**config.mk**
```make
export PLATFORM = sky130hd
export DESIGN_NAME = pusch_crc_attach
export DESIGN_NICKNAME = d
export VERILOG_FILES = /design/src/rtl/pusch_crc_pkg.sv /design/src/rtl/pusch_crc_lfsr_step.sv /design/src/rtl/pusch_crc_attach.sv
export SDC_FILE = /design/constraint.sdc
export NUM_CORES = 1
export LEC_CHECK = 0
export BUFFER_PORTS_ARGS = -buffer_cell sky130_fd_sc_hd__buf_2
export CELL_PAD_IN_SITES_DETAIL_PLACEMENT = 1
export CELL_PAD_IN_SITES_GLOBAL_PLACEMENT = 1
export CORE_MARGIN = 8
export CORE_UTILIZATION = 30
export CTS_CLUSTER_DIAMETER = 100
export DETAILED_ROUTE_END_ITERATION = 10
export PLACE_DENSITY_LB_ADDON = 0.25
export SYNTH_ARGS = -nofsm -noshare
export SYNTH_HDL_FRONTEND = slang
export SYNTH_SLANG_ARGS = --single-unit
```
**constraint.sdc**
```tcl
create_clock -name clk -period 6.8 [get_ports clk]
set_input_delay 0.34 -clock clk [delete_from_list [all_inputs] [get_ports clk]]
set_output_delay 0.34 -clock clk [all_outputs]
set_load 0.02 [all_outputs]
```
**src/rtl/pusch_crc_pkg.sv**
```systemverilog
// Shared types and constants for the PUSCH CRC attachment stage: CRC selection,
// generator polynomials (top term implied) and the attach FSM states.
package pusch_crc_pkg;

  typedef enum logic [1:0] {
    CRC24A = 2'd0,
    CRC24B = 2'd1,
    CRC16  = 2'd2,
    CRC11  = 2'd3
  } crc_sel_t;

  typedef enum logic [1:0] {
    IDLE    = 2'd0,
    PAYLOAD = 2'd1,
    TAIL    = 2'd2,
    FLUSH   = 2'd3
  } crc_state_t;

  localparam logic [23:0] POLY_CRC24A = 24'h864CFB;
  localparam logic [23:0] POLY_CRC24B = 24'h800063;
  localparam logic [23:0] POLY_CRC16  = 24'h001021;
  localparam logic [23:0] POLY_CRC11  = 24'h000621;

  function automatic logic [4:0] crc_len(crc_sel_t sel);
    case (sel)
      CRC24A:  crc_len = 5'd24;
      CRC24B:  crc_len = 5'd24;
      CRC16:   crc_len = 5'd16;
      default: crc_len = 5'd11;
    endcase
  endfunction

  function automatic logic [23:0] crc_poly(crc_sel_t sel);
    case (sel)
      CRC24A:  crc_poly = POLY_CRC24A;
      CRC24B:  crc_poly = POLY_CRC24B;
      CRC16:   crc_poly = POLY_CRC16;
      default: crc_poly = POLY_CRC11;
    endcase
  endfunction

endpackage

```
**src/rtl/pusch_crc_lfsr_step.sv**
```systemverilog
// Combinational DATA_W-bit parallel CRC update; the CRC is right-aligned in a
// 24-bit register and bits above the active length are masked off.
module pusch_crc_lfsr_step
  import pusch_crc_pkg::*;
#(
  parameter int DATA_W = 1
) (
  input  logic [23:0]       crc_in,
  input  logic [DATA_W-1:0] data,
  input  logic [23:0]       poly,
  input  logic [4:0]        crc_len,
  output logic [23:0]       crc_out
);

  logic [23:0] mask;
  logic [23:0] c;
  logic        fb;

  // data[DATA_W-1] is the earliest bit, so it is folded in first.
  always_comb begin
    mask = (24'd1 << crc_len) - 24'd1;
    c    = crc_in & mask;
    fb   = 1'b0;
    for (int i = 0; i < DATA_W; i++) begin
      fb = c[crc_len - 5'd1] ^ data[DATA_W-1-i];
      c  = ((c << 1) & mask) ^ (fb ? poly : 24'd0);
    end
    crc_out = c;
  end

endmodule

```
**src/rtl/pusch_crc_attach.sv**
```systemverilog
// PUSCH CRC attachment: forwards the transport block unchanged, then appends
// the selected TS 38.212 CRC, DATA_W bits per beat, valid/ready on both sides.
//
// state   | meaning
// IDLE    | waiting for start; length checked here
// PAYLOAD | accepting payload beats, CRC accumulating
// TAIL    | emitting CRC beats MSB first from the left-aligned CRC register
// FLUSH   | waiting for the final beat to be consumed
module pusch_crc_attach
  import pusch_crc_pkg::*;
#(
  parameter int DATA_W = 1,
  parameter int LEN_W  = 17
) (
  input  logic              clk,
  input  logic              reset,
  input  logic              start,
  input  logic [1:0]        crc_sel,
  input  logic [LEN_W-1:0]  tb_len,
  input  logic              in_valid,
  input  logic [DATA_W-1:0] in_data,
  output logic              in_ready,
  output logic              out_valid,
  input  logic              out_ready,
  output logic [DATA_W-1:0] out_data,
  output logic [3:0]        out_nbits,
  output logic              out_crc,
  output logic              out_last,
  output logic              busy,
  output logic              len_err
);

  localparam logic [LEN_W-1:0] DW_LEN = LEN_W'(DATA_W);
  localparam logic [5:0]       DW6    = 6'(DATA_W);
  localparam logic [4:0]       DW5    = 5'(DATA_W);
  localparam logic [3:0]       DW4    = 4'(DATA_W);

  crc_state_t        state, state_nxt;
  crc_sel_t          sel_q;
  logic [LEN_W-1:0]  beat_cnt;
  logic [5:0]        tail_cnt;
  logic [23:0]       crc_q;
  logic [23:0]       crc_nxt;
  logic [4:0]        crc_l;
  logic [23:0]       poly;
  logic [5:0]        tail_beats;
  logic [3:0]        tail_rem;
  logic [3:0]        last_nbits;

  logic [DATA_W-1:0] out_data_q;
  logic [3:0]        out_nbits_q;
  logic              out_valid_q;
  logic              out_crc_q;
  logic              out_last_q;
  logic              len_err_q;

  logic              len_ok;
  logic              out_free;
  logic              out_fire;
  logic              in_fire;
  logic              tail_fire;
  logic              in_ready_c;

  assign crc_l    = crc_len(sel_q);
  assign poly     = crc_poly(sel_q);
  assign len_ok   = (tb_len != '0) && ((tb_len % DW_LEN) == '0);
  assign out_fire = out_valid_q && out_ready;
  assign out_free = !out_valid_q || out_ready;

  always_comb begin
    tail_beats = ({1'b0, crc_l} + DW6 - 6'd1) / DW6;
    tail_rem   = 4'(crc_l % DW5);
    last_nbits = (tail_rem == 4'd0) ? DW4 : tail_rem;
  end

  pusch_crc_lfsr_step #(
    .DATA_W (DATA_W)
  ) u_lfsr_step (
    .crc_in  (crc_q),
    .data    (in_data),
    .poly    (poly),
    .crc_len (crc_l),
    .crc_out (crc_nxt)
  );

  always_ff @(posedge clk or negedge reset) begin
    if (!reset) begin
      state <= IDLE;
    end else begin
      state <= state_nxt;
    end
  end

  always_comb begin
    state_nxt  = state;
    in_ready_c = 1'b0;
    in_fire    = 1'b0;
    tail_fire  = 1'b0;
    case (state)
      IDLE: begin
        if (start && len_ok) state_nxt = PAYLOAD;
      end
      PAYLOAD: begin
        in_ready_c = out_free;
        in_fire    = in_valid && out_free;
        if (in_fire && (beat_cnt == LEN_W'(1))) state_nxt = TAIL;
      end
      TAIL: begin
        tail_fire = out_free;
        if (tail_fire && (tail_cnt == 6'd1)) state_nxt = FLUSH;
      end
      FLUSH: begin
        if (out_fire) state_nxt = IDLE;
      end
      default: state_nxt = IDLE;
    endcase
  end

  // On the last payload beat the CRC is left-aligned so the tail shifts out from bit 23.
  always_ff @(posedge clk or negedge reset) begin
    if (!reset) begin
      sel_q       <= CRC24A;
      beat_cnt    <= '0;
      tail_cnt    <= '0;
      crc_q       <= '0;
      out_data_q  <= '0;
      out_nbits_q <= '0;
      out_valid_q <= 1'b0;
      out_crc_q   <= 1'b0;
      out_last_q  <= 1'b0;
      len_err_q   <= 1'b0;
    end else begin
      len_err_q <= 1'b0;
      if (out_fire) out_valid_q <= 1'b0;
      case (state)
        IDLE: begin
          if (start) begin
            if (len_ok) begin
              sel_q    <= crc_sel_t'(crc_sel);
              beat_cnt <= tb_len / DW_LEN;
              crc_q    <= '0;
            end else begin
              len_err_q <= 1'b1;
            end
          end
        end
        PAYLOAD: begin
          if (in_fire) begin
            out_data_q  <= in_data;
            out_nbits_q <= DW4;
            out_crc_q   <= 1'b0;
            out_last_q  <= 1'b0;
            out_valid_q <= 1'b1;
            beat_cnt    <= beat_cnt - LEN_W'(1);
            if (beat_cnt == LEN_W'(1)) begin
              crc_q    <= crc_nxt << (5'd24 - crc_l);
              tail_cnt <= tail_beats;
            end else begin
              crc_q <= crc_nxt;
            end
          end
        end
        TAIL: begin
          if (tail_fire) begin
            out_data_q  <= crc_q[23 -: DATA_W];
            out_nbits_q <= (tail_cnt == 6'd1) ? last_nbits : DW4;
            out_crc_q   <= 1'b1;
            out_last_q  <= (tail_cnt == 6'd1);
            out_valid_q <= 1'b1;
            crc_q       <= crc_q << DATA_W;
            tail_cnt    <= tail_cnt - 6'd1;
          end
        end
        default: ;
      endcase
    end
  end

  assign in_ready  = in_ready_c;
  assign out_valid = out_valid_q;
  assign out_data  = out_data_q;
  assign out_nbits = out_nbits_q;
  assign out_crc   = out_crc_q;
  assign out_last  = out_last_q;
  assign busy      = (state != IDLE);
  assign len_err   = len_err_q;

endmodule
```
# Yosys cells after proc, flatten, opt, wreduce, memory -nomap -nowiden

Cells that the tools add are included.

Order comparisons: 1
Multiply operators: 0
Div/mod/pow operators: 0
Bitwise operators: 4
Reduce and logical (&&, ||, !) cells: 21
Multiplexer cells: 45
Shifts and indexed selects: 2
Equality and inequality tests: 16
$add $sub $neg: 7

Operators with widths:

| operator                                             | number |
|---|---|
| 2-to-1 mux 24 bit                                    | 6 |
| one-hot mux 24 bit (3 select lines)                  | 2 |
| 2-to-1 mux 17 bit                                    | 3 |
| AND 24 bit                                           | 2 |
| one-hot mux 17 bit (2 select lines)                  | 1 |
| left shift 1 x 5 -> 24 bit, first input constant     | 1 |
| left shift 24 x 5 -> 24 bit                          | 1 |
| subtractor 24 x 1 -> 24 bit, second input constant   | 1 |
| XOR 24 bit                                           | 1 |
| 2-to-1 mux 6 bit                                     | 3 |
| inequality test 2 bit, second input constant         | 9 |
| equality test 17 x 1 -> 1 bit, second input constant | 1 |
| nonzero test 17 bit                                  | 1 |
| subtractor 17 x 1 -> 17 bit, second input constant   | 1 |
| 2-to-1 mux 1 bit                                     | 15 |
| one-hot mux 6 bit (2 select lines)                   | 1 |
| AND reduction 4 bit                                  | 3 |
| subtractor 6 x 1 -> 6 bit, second input constant     | 2 |
| one-hot mux 5 bit (2 select lines)                   | 1 |
| 2-to-1 mux 2 bit                                     | 4 |
| 2-to-1 mux 4 bit                                     | 2 |
| one-hot mux 1 bit (2 select lines)                   | 4 |
| one-hot mux 2 bit (4 select lines)                   | 1 |
| one-hot mux 4 bit (2 select lines)                   | 1 |
| other kinds (18)                                     | 29 |

Logic and storage cells: 107
Bits in latches: 0
Output and inout port bits: 11
Memories: 0
ROM bits: 0
RAM bits: 0
Input port bits: 25
Flip-flop bits (word level): 60

# Depth between registers and ports, before layout

Gate-level depths: netlist (run 1).

Depth in word-level cells: 15
Gate-level depth with buffers: 11
Depth with buffers taken out: 8

# By module

A second synthesis (run 1) with hierarchy kept.

Cell total of the unflattened synthesis: 1,044
Area total of the unflattened synthesis: 7,613.6 um^2

By module, submodules not included:

| module              | instances | seq. area each (um^2) | cells each | area an instance (um^2) |
|---|---|---|---|---|
| pusch_crc_attach    | 1         | 1,426.4               | 493        | 4,185.3 |
| pusch_crc_lfsr_step | 1         | 0.0                   | 551        | 3,428.3 |

# Worst setup path after synthesis (run 1)

Ideal clock, no wire load.

Kind: reg2reg
Start point: register sel_q[1]
End point: register crc_q[23]
Arrival time: 2.599 ns
Clock period less this slack: 2.733 ns
Setup time: 0.134 ns
Cell stages (with the launch flop): 10
Setup slack: 4.067 ns
Path buffers: 1
Required time: 6.666 ns
Cell sequence: dfrtp_1 inv_1 ha_1 buf_2 nor3b_1 o21ai_1 a2111oi_2 xor2_1 a2111oi_0 o31ai_2

Longest elaborated chain between the ends: 15
Elaborated cells on any way between the ends: 21
Classes of those cells: add/sub: 3; eq/ne: 2; shift: 2; mux: 8; bitwise: 4; reduce/logical: 2

Ends and longest elaborated chain:

| element                                                                  | RTL line                                 | RTL |
|---|---|---|
| from (decl)                                                              | pusch_crc_attach.sv:39                   | `crc_sel_t sel_q;` |
| from (signal assigned)                                                   | pusch_crc_attach.sv:139                  | `sel_q <= crc_sel_t'(crc_sel);` |
| equality test 2 x 1 -> 1 bit / logical NOT 2 bit (equally long branches) | pusch_crc_pkg.sv:25, pusch_crc_pkg.sv:34 |  |
| OR reduction 2 bit (no line)                                             | -                                        |  |
| one-hot mux 5 bit (2 select lines)                                       | pusch_crc_pkg.sv:25                      | `case (sel)` |
| left shift 1 x 5 -> 24 bit                                               | pusch_crc_lfsr_step.sv:21                | `mask = (24'd1 << crc_len) - 24'd1;` |
| subtractor 24 x 1 -> 24 bit                                              | pusch_crc_lfsr_step.sv:21                |  |
| AND 24 bit                                                               | pusch_crc_lfsr_step.sv:22                | `c = crc_in & mask;` |
| binary-select mux 1 bit (select 5 bit)                                   | pusch_crc_lfsr_step.sv:25                | `fb = c[crc_len - 5'd1] ^ data[DATA_W-1-i];` |
| 2-to-1 mux 1 bit (not written as such)                                   | pusch_crc_lfsr_step.sv:25                |  |
| XOR 1 bit                                                                | pusch_crc_lfsr_step.sv:25                |  |
| 2-to-1 mux 24 bit                                                        | pusch_crc_lfsr_step.sv:26                | `c = ((c << 1) & mask) ^ (fb ? poly : 24'd0);` |
| XOR 24 bit                                                               | pusch_crc_lfsr_step.sv:26                |  |
| left shift 24 x 5 -> 24 bit                                              | pusch_crc_attach.sv:156                  | `crc_q <= crc_nxt << (5'd24 - crc_l);` |
| 2-to-1 mux 24 bit *                                                      | pusch_crc_attach.sv:155                  | `if (beat_cnt == LEN_W'(1)) begin` |
| 2-to-1 mux 24 bit *                                                      | pusch_crc_attach.sv:148                  | `if (in_fire) begin` |
| one-hot mux 24 bit (3 select lines) *                                    | pusch_crc_attach.sv:135                  | `case (state)` |
| to (signal assigned)                                                     | pusch_crc_attach.sv:156                  |  |
| to (signal assigned)                                                     | pusch_crc_attach.sv:159                  | `crc_q <= crc_nxt;` |
| to (signal assigned)                                                     | pusch_crc_attach.sv:170                  | `crc_q <= crc_q << DATA_W;` |
| to (decl)                                                                | pusch_crc_attach.sv:42                   | `logic [23:0] crc_q;` |

Every way passes the cells marked *; elsewhere a longest branch is shown, timed or not. The select of a mux whose other input is x is not followed.
A chain may end at the register's enable or synchronous reset.

# Final worst setup path (run 1)

Start point: register sel_q[1]
End point: register crc_q[18]

The elaborated chain is that of the path after synthesis.

==> results.sh, run 1 <==
export IMPL_run_status="completed"
export IMPL_min_period_over_period_pct=51.8
export IMPL_cts_setup_buffers=0
export IMPL_drc=0
export IMPL_fin_crit_ns=3.52
export IMPL_post_dp_hpwl_microns=11400
export IMPL_peakVddDrop_uv=168
export IMPL_grt_pass1_vias=4554
export IMPL_p_comb_share_pct=56.6
export IMPL_syn_area_sq_um=4470
export IMPL_hp_class="input pin to async pin"
export IMPL_drv_slew=0
export IMPL_power_leakage_uw=0.00201
export IMPL_critPathBufInv=1
export IMPL_dr_first_iter_drc_count=379
export IMPL_grt_max_degree=58
export IMPL_startpoint="sel_q[1]"
export IMPL_vias=4322
export IMPL_ys_dominant_reg_cell="dfrtp_1"
export IMPL_die_area_sq_um=19100
export IMPL_fillers=1770
export IMPL_post_cts_resized=0
export IMPL_ctsLongestPathBuffers=2
export IMPL_p_int_uw=1300
export IMPL_syn_to_final_growth_pct=12.2
export IMPL_antenna_found_initial=0
export IMPL_synth_cell_types=84
export IMPL_core_sq_um=14500
export IMPL_synth_area_leader_cell="dfrtp_1"
export IMPL_setup_violations=0
export IMPL_clkPwrFrac_pct=18.5
export IMPL_fin_area_sq_um=5020
export IMPL_nNetsFinal=589
export IMPL_cpMaxStageDelayCell="or4b_1"
export IMPL_switchingPower_uw=1300
export IMPL_reg2reg_from="sel_q[1]"
export IMPL_cts_root_buf="clkbuf_16"
export IMPL_cts_buffers=9
export IMPL_path_cells="ha_1 > buf_4 > o21ba_2 > a31oi_1 > o2111ai_2 > or4b_1 > a31o_1 > o211ai_1"
export IMPL_placed_area_sq_um=4710
export IMPL_p_per_area_nw_per_um2=518
export IMPL_maxSlewHeadroom_pct=33.2
export IMPL_drt_pass1_iter_count=5
export IMPL_num_io_pins=36
export IMPL_crit_family="compound AO/OA/AOI/OAI gates"
export IMPL_fmax_mhz=284
export IMPL_die_y_microns=138
export IMPL_max_cap_viol_count=0
export IMPL_cts_sinks=57
export IMPL_multi_input_area_sq_um=2770
export IMPL_diodes=0
export IMPL_synth_edff_count=0
export IMPL_r2r_slack_ns=3.28
export IMPL_viasPerCell=5.84
export IMPL_ys_ff_latch=57
export IMPL_cp_arrival_ns=3.78
export IMPL_wl_per_cell_microns=21.4
export IMPL_gp_congestion=0.937
export IMPL_worstPathMaxFanout=22
export IMPL_synth_most_common_cell="nand2_1"
export IMPL_ys_warn_count=0
export IMPL_rows=44
export IMPL_required_ns=7.06
export IMPL_start_util_pct=30.8
export IMPL_synthArstFlopShare_pct=100
export IMPL_ff2ff_path_depth=8
export IMPL_crit_reg2reg_capture="crc_q[18]"
export IMPL_yosysSeqAreaShare_pct=31.9
export IMPL_switching_share_pct=50.0
export IMPL_syn_area_per_cell_sq_um=8.38
export IMPL_startpoint_type="flip-flop"
export IMPL_setup_tns_ns=0
export IMPL_cts_htree_levels=3
export IMPL_hold_viol_final=0
export IMPL_crit_type="flip-flop to flip-flop"
export IMPL_seqCellArea_sq_um=1430
export IMPL_grtUsageTotal_pct=16.5
export IMPL_clk_latency_ns=0.34
export IMPL_max_slew_worst_pin_slew_ns=1.00
export IMPL_endpoint_kind="flip-flop"
export IMPL_layout_drive_gt1_share_pct=15.3
export IMPL_grt_pass1_wl_microns=25700
export IMPL_synth_common_cells="59 x nand2_1, 57 x dfrtp_1, 48 x nor2_1"
export IMPL_yosysTopAreaCellShare_pct=31.9
export IMPL_synthTopCellsByArea="dfrtp_1 32%, nand2_1 4.9%, nor2_1 4.0%, o21ai_0 3.7%, ha_1 3.6%"
export IMPL_finClkSkew_ns=0.00713
export IMPL_cts_hold_buf=0
export IMPL_syn_inst=534
export IMPL_cp_depth=8
export IMPL_endpoint="crc_q[18]"
export IMPL_power_frac_seq_pct=24.8
export IMPL_clk_pin_slew_worst_paths_ns=0.06
export IMPL_drt_wl_total_microns=15800
export IMPL_cts_tree="done"
export IMPL_rsz0062_at_grt="no"
export IMPL_port_buffers=32
export IMPL_die_x_microns=138
export IMPL_slowest_delay_ns=0.65
export IMPL_grt_ovfl_total=0
export IMPL_antenna_left=0
[worst reg2reg max path, cell delays in order (launching register included)]
cell,delay [ns]
dfrtp_1,0.52
ha_1,0.53
buf_4,0.35
o21ba_2,0.28
a31oi_1,0.34
o2111ai_2,0.50
or4b_1,0.66
a31o_1,0.19
o211ai_1,0.07
[flip-flops by register name, summed over array words and instances (netlist names)]
signal,cells
out_crc,1
state,2
len_err,1
out_nbits,1
beat_cnt,17
out_data,1
out_last,1
crc_q,24
out_valid,1
tail_cnt,6
sel_q,2
[power by group through the flow]
stage | clock network, uW | registers (uW) | logic [uW]
after floorplan | 0 | 592 | 1110
after global placement | 0 | 637 | 1420
after detailed placement | 0 | 645 | 1460
after CTS | 488 | 641 | 1470
after global routing | 499 | 663 | 1620
final | 481 | 645 | 1470
[cells by family (layout without fill, tap and decap cells)]
family | count (synthesis) | count (layout) | share of synthesized area, %
buffers and inverters | 54 | 74 | 6.32
adder cells (fa/ha/maj) | 13 | 13 | 3.64
AO/OA/AOI/OAI | 176 | 176 | 28.6
XOR/XNOR | 16 | 16 | 3.13
multiplexers | 11 | 11 | 2.71
flip-flops | 57 | 57 | 31.9
AND/OR/NAND/NOR | 206 | 206 | 23.6
other | 1 | 3 | 0.0838
[layout make-up]
type / count / area share, %
clock buffers: 14 / 5.46
multi-input cells: 425 / 55.2
repair buffers: 38 / 4.09
flip-flops and latches: 57 / 28.4
well taps: 184 / 4.59
inverters: 20 / 1.50
clock inverters: 2 / 0.698
[placed cells by master (no fill, tap or decap), types with 4 or more instances in the layout]
cell type   n
a211oi_1    9
a21o_1      8
a21oi_1    29
a22oi_1     5
a31oi_1    10
and3_1      8
buf_2      32
buf_4       6
clkbuf_16   9
dfrtp_1    57
ha_1       13
inv_1      20
mux2_2      5
mux2i_1     5
nand2_1    59
nand2b_1    4
nand3_1    15
nand4_1     6
nor2_1     48
nor2b_1    11
nor3_1     13
nor4_1      9
o211ai_1    4
o21ai_0    33
o221ai_1    5
o22a_1     11
o31ai_1     6
or3_1       7
xnor2_1    12
xor2_1      4
[layer usage]
metal	GRT usage, %	vias to the layer above	wire length (microns)
li1	-	2019	-
met1	20.8	2149	7040
met2	27.2	124	7610
met3	2.53	30	715
met4	7.21	0	438
met5	0	-	0
[how the worst min path moves through the flow]
stage | startpoint | cells after the start | end
floorplan | reset | 0 | beat_cnt[0]
global placement | out_nbits[0] | 1 | out_nbits[0]
detailed placement | out_nbits[0] | 1 | out_nbits[0]
CTS | reset | 2 | crc_q[2]
global route | crc_sel[1] | 2 | sel_q[1]
finish | reset | 2 | crc_q[3]
[through the flow]
step	instances	total power (uW)	hold slack (ns)	setup WS, ns	util [%]
finish	740	2600	0.158	3.28	34.5
detailed placement	724	2110	0.452	3.34	32.4
global placement	724	2060	0.443	3.46	32.4
CTS	740	2600	0.209	3.32	34.5
floorplan	536	1700	0.0444	4.07	-
global route	740	2780	0.248	3.09	34.5
(Power assumes the default switching activity.)
==> run 2, diff against run 1 <==
--- a/config.mk
+++ b/config.mk
@@ -5,6 +5,7 @@
 export SDC_FILE = /design/constraint.sdc
 export NUM_CORES = 1
 export LEC_CHECK = 0
+export ABC_AREA = 1
 export BUFFER_PORTS_ARGS = -buffer_cell sky130_fd_sc_hd__buf_2
 export CELL_PAD_IN_SITES_DETAIL_PLACEMENT = 1
 export CELL_PAD_IN_SITES_GLOBAL_PLACEMENT = 1
==> constraint.sdc (replaced) <==
create_clock -name clk -period 2.85 [get_ports clk]
set_input_delay 0.1425 -clock clk [delete_from_list [all_inputs] [get_ports clk]]
set_output_delay 0.1425 -clock clk [all_outputs]
set_load 0.02 [all_outputs]
==> run 2 against run 1 <==
  * Combinational power rose by 130%
  * First-iteration DRC count fell by 35%
  * Count of clock-buffer cells in the layout fell by 4
  * Largest cell class unchanged
  * Register-to-register slack got worse by 3.0 ns
  * Non-clock buffer count rose by 7
  * Largest power group unchanged
  * Wire length fell by 6.2%
  * Cell area fell by 0.65%
==> results.sh, run 2 <==
export IMPL_run_status="completed"
export IMPL_peakVddDrop_uv=363
export IMPL_nNetsFinal=733
export IMPL_start_util_pct=30.8
export IMPL_ys_warn_count=0
export IMPL_synthSimpleGateAreaFrac_pct=36.3
export IMPL_ys_dominant_reg_cell="dfrtp_1"
export IMPL_synthXorXnorAreaFrac_pct=0.819
export IMPL_syn_to_final_growth_pct=16.6
export IMPL_wl_per_cell_microns=16.8
export IMPL_endpoint_kind="flip-flop"
export IMPL_setup_violations=0
export IMPL_die_x_microns=135
export IMPL_grt_pass1_wl_microns=24700
export IMPL_die_y_microns=135
export IMPL_synthMuxAreaShare_pct=0
export IMPL_syn_area_per_cell_sq_um=6.51
export IMPL_synth_cell_types=42
export IMPL_worstPathMaxFanout=10
export IMPL_startpoint_type="flip-flop"
export IMPL_yosysSeqAreaShare_pct=33.3
export IMPL_drc=0
export IMPL_power_leakage_uw=0.00248
export IMPL_fillers=1838
export IMPL_yosys_area_share_adder_pct=3.80
export IMPL_grtUsageTotal_pct=17.0
export IMPL_setup_tns_ns=0
export IMPL_synth_common_cells="197 x nand2_1, 88 x inv_1, 57 x dfrtp_1, 57 x o21ai_0, 56 x nand3_1"
export IMPL_crit_type="flip-flop to flip-flop"
export IMPL_grt_ovfl_total=0
export IMPL_hold_viol_final=0
export IMPL_synth_most_common_cell="nand2_1"
export IMPL_syn_area_sq_um=4280
export IMPL_synth_edff_count=0
export IMPL_vias=4492
export IMPL_cts_tree="done"
export IMPL_grt_max_degree=41
export IMPL_max_cap_viol_count=0
export IMPL_antenna_left=0
export IMPL_fin_area_sq_um=4990
export IMPL_synth_area_leader_cell="dfrtp_1"
export IMPL_post_dp_hpwl_microns=11400
export IMPL_required_ns=3.07
export IMPL_core_sq_um=13900
export IMPL_final_cell_mix="197 x nand2_1, 88 x inv_1, 57 x o21ai_0, 57 x dfrtp_1, 56 x nand3_1"
export IMPL_cts_htree_levels=3
export IMPL_dp_slack_ns=0.269
export IMPL_clk_pin_slew_worst_paths_ns=0.05
export IMPL_max_slew_worst_pin_slew_ns=0.743
export IMPL_p_per_area_nw_per_um2=1180
export IMPL_syn_inst=657
export IMPL_maxSlewHeadroom_pct=49.9
export IMPL_port_buffers=32
export IMPL_rows=43
export IMPL_final_common_cell="nand2_1"
export IMPL_cts_buffers=9
export IMPL_drt_wl_total_microns=14800
export IMPL_clk_latency_ns=0.34
export IMPL_grt_pass1_vias=4708
export IMPL_die_area_sq_um=18300
export IMPL_ys_ff_latch=57
export IMPL_min_period_over_period_pct=90.0
export IMPL_num_io_pins=36
export IMPL_hold_ws_ns=0.0283
export IMPL_fin_crit_ns=2.56
export IMPL_yosysTopAreaCellShare_pct=33.3
export IMPL_gp_congestion=0.922
export IMPL_layout_drive_gt1_share_pct=11.9
export IMPL_synthArstFlopShare_pct=100
export IMPL_top_regs="crc_q (24), beat_cnt (17), tail_cnt (6)"
export IMPL_synth_compound_area_share_pct=15.2
export IMPL_cts_sinks=57
export IMPL_largest_register_ffs=24
export IMPL_cp_arrival_ns=2.78
export IMPL_placed_area_sq_um=4670
export IMPL_cts_root_buf="clkbuf_16"
export IMPL_setup_slack_ns=0.285
export IMPL_drt_pass1_iter_count=4
export IMPL_synth_top_family_by_area="simple AND/OR/NAND/NOR gates"
export IMPL_viasPerCell=5.10
export IMPL_synthTopCellsByArea="dfrtp_1 33%, nand2_1 17%, inv_1 7.7%, o21ai_0 6.7%, nand3_1 6.6%"
export IMPL_dr_first_iter_drc_count=245
export IMPL_ctsLongestPathBuffers=2
export IMPL_hp_class="input pin to flip-flop"
export IMPL_fmax_mhz=390
export IMPL_drv_slew=0
export IMPL_rsz0062_at_grt="no"
export IMPL_largest_register="crc_q"
export IMPL_finClkSkew_ns=0.0106
export IMPL_antenna_found_initial=0
export IMPL_diodes=0
[run 2: changes by cell type after synthesis, moves of 8 or more]
| cell | delta |
|---|---|
| a21o_1 | -8 |
| nand2_1 | +138 |
| a211oi_1 | -9 |
| nand3_1 | +41 |
| o21ai_0 | +24 |
| xnor2_1 | -11 |
| o22a_1 | -11 |
| o22ai_1 | +8 |
| inv_1 | +68 |
| nor2b_1 | -11 |
[run 2: layout make-up]
class / instances / area (sq um) / share of cell area [%]
Clock buffer: 10 / 239 / 4.79
Tap cell: 180 / 225 / 4.52
Multi-Input combinational cell: 488 / 2410 / 48.4
Sequential cell: 57 / 1430 / 28.6
Clock inverter: 6 / 66.3 / 1.33
Inverter: 94 / 355 / 7.13
Timing Repair Buffer: 45 / 260 / 5.22
[run 2: where the power goes]
part           switching (uW)  total, uW  internal [uW]
Sequential                238       1340           1100
Combinational            2430       3420            984
Clock                     410       1110            701
[run 2: logic make-up after synthesis]
kind of cell,after synthesis
AOI/OAI and AO/OA,116
adders and majority gates,13
and+or+nand+nor,352
buffers and inverters,114
DFF,57
other,1
xor gates and xnor gates,4
[run 2: through the flow]
step | utilization [%] | total power [uW] | cells
after floorplan | - | 3670 | 659
after global placement | 33.6 | 4690 | 863
after detailed placement | 33.6 | 4770 | 863
after CTS | 35.9 | 5910 | 880
after global routing | 35.9 | 6440 | 880
final | 35.9 | 5870 | 880
[run 2: final timing paths]
| check | slack (ns) | from | depth (start not counted) | endpoint |
|---|---|---|---|---|
| max reg2reg | 0.29 | sel_q[1] | 17 | crc_q[17] |
| min | 0.03 | crc_sel[1] | 3 | sel_q[1] |
| max | 0.29 | sel_q[1] | 17 | crc_q[17] |
| max in group asynchronous | 1.66 | reset | 3 | beat_cnt[3] |
| min in group asynchronous | 0.27 | reset | 2 | tail_cnt[4] |
| min reg2reg | 0.46 | out_nbits[0] | 1 | out_nbits[0] |
[run 2: what timing repair did]
action	4_1_cts	5_1_grt
gates resized for setup	0	1
buffers inserted	0	0
setup endpoints to repair	0	5
hold endpoints to repair	17	0
hold buffers	1	0
[run 2: worst max-delay path: stages (launching register included)]
cell,delay [ns]
dfrtp_1,0.44
inv_1,0.18
ha_2,0.30
inv_2,0.05
nand2_2,0.14
nand3_2,0.11
nand3_2,0.11
nand2_1,0.10
nand2_4,0.15
nand3_4,0.15
inv_2,0.10
nand2_1,0.07
nand2_1,0.13
nand2_1,0.07
nand3_1,0.09
nand3_1,0.08
nand2_1,0.11
nand2_1,0.07
[run 2: routing by layer]
metal	up-vias	part of all wire [%]	GRT usage, %
met2	93	47	27.7
li1	2216	-	-
met3	18	4.4	3.45
met4	0	1.4	5.55
met1	2165	47	22.1
met5	-	0	0
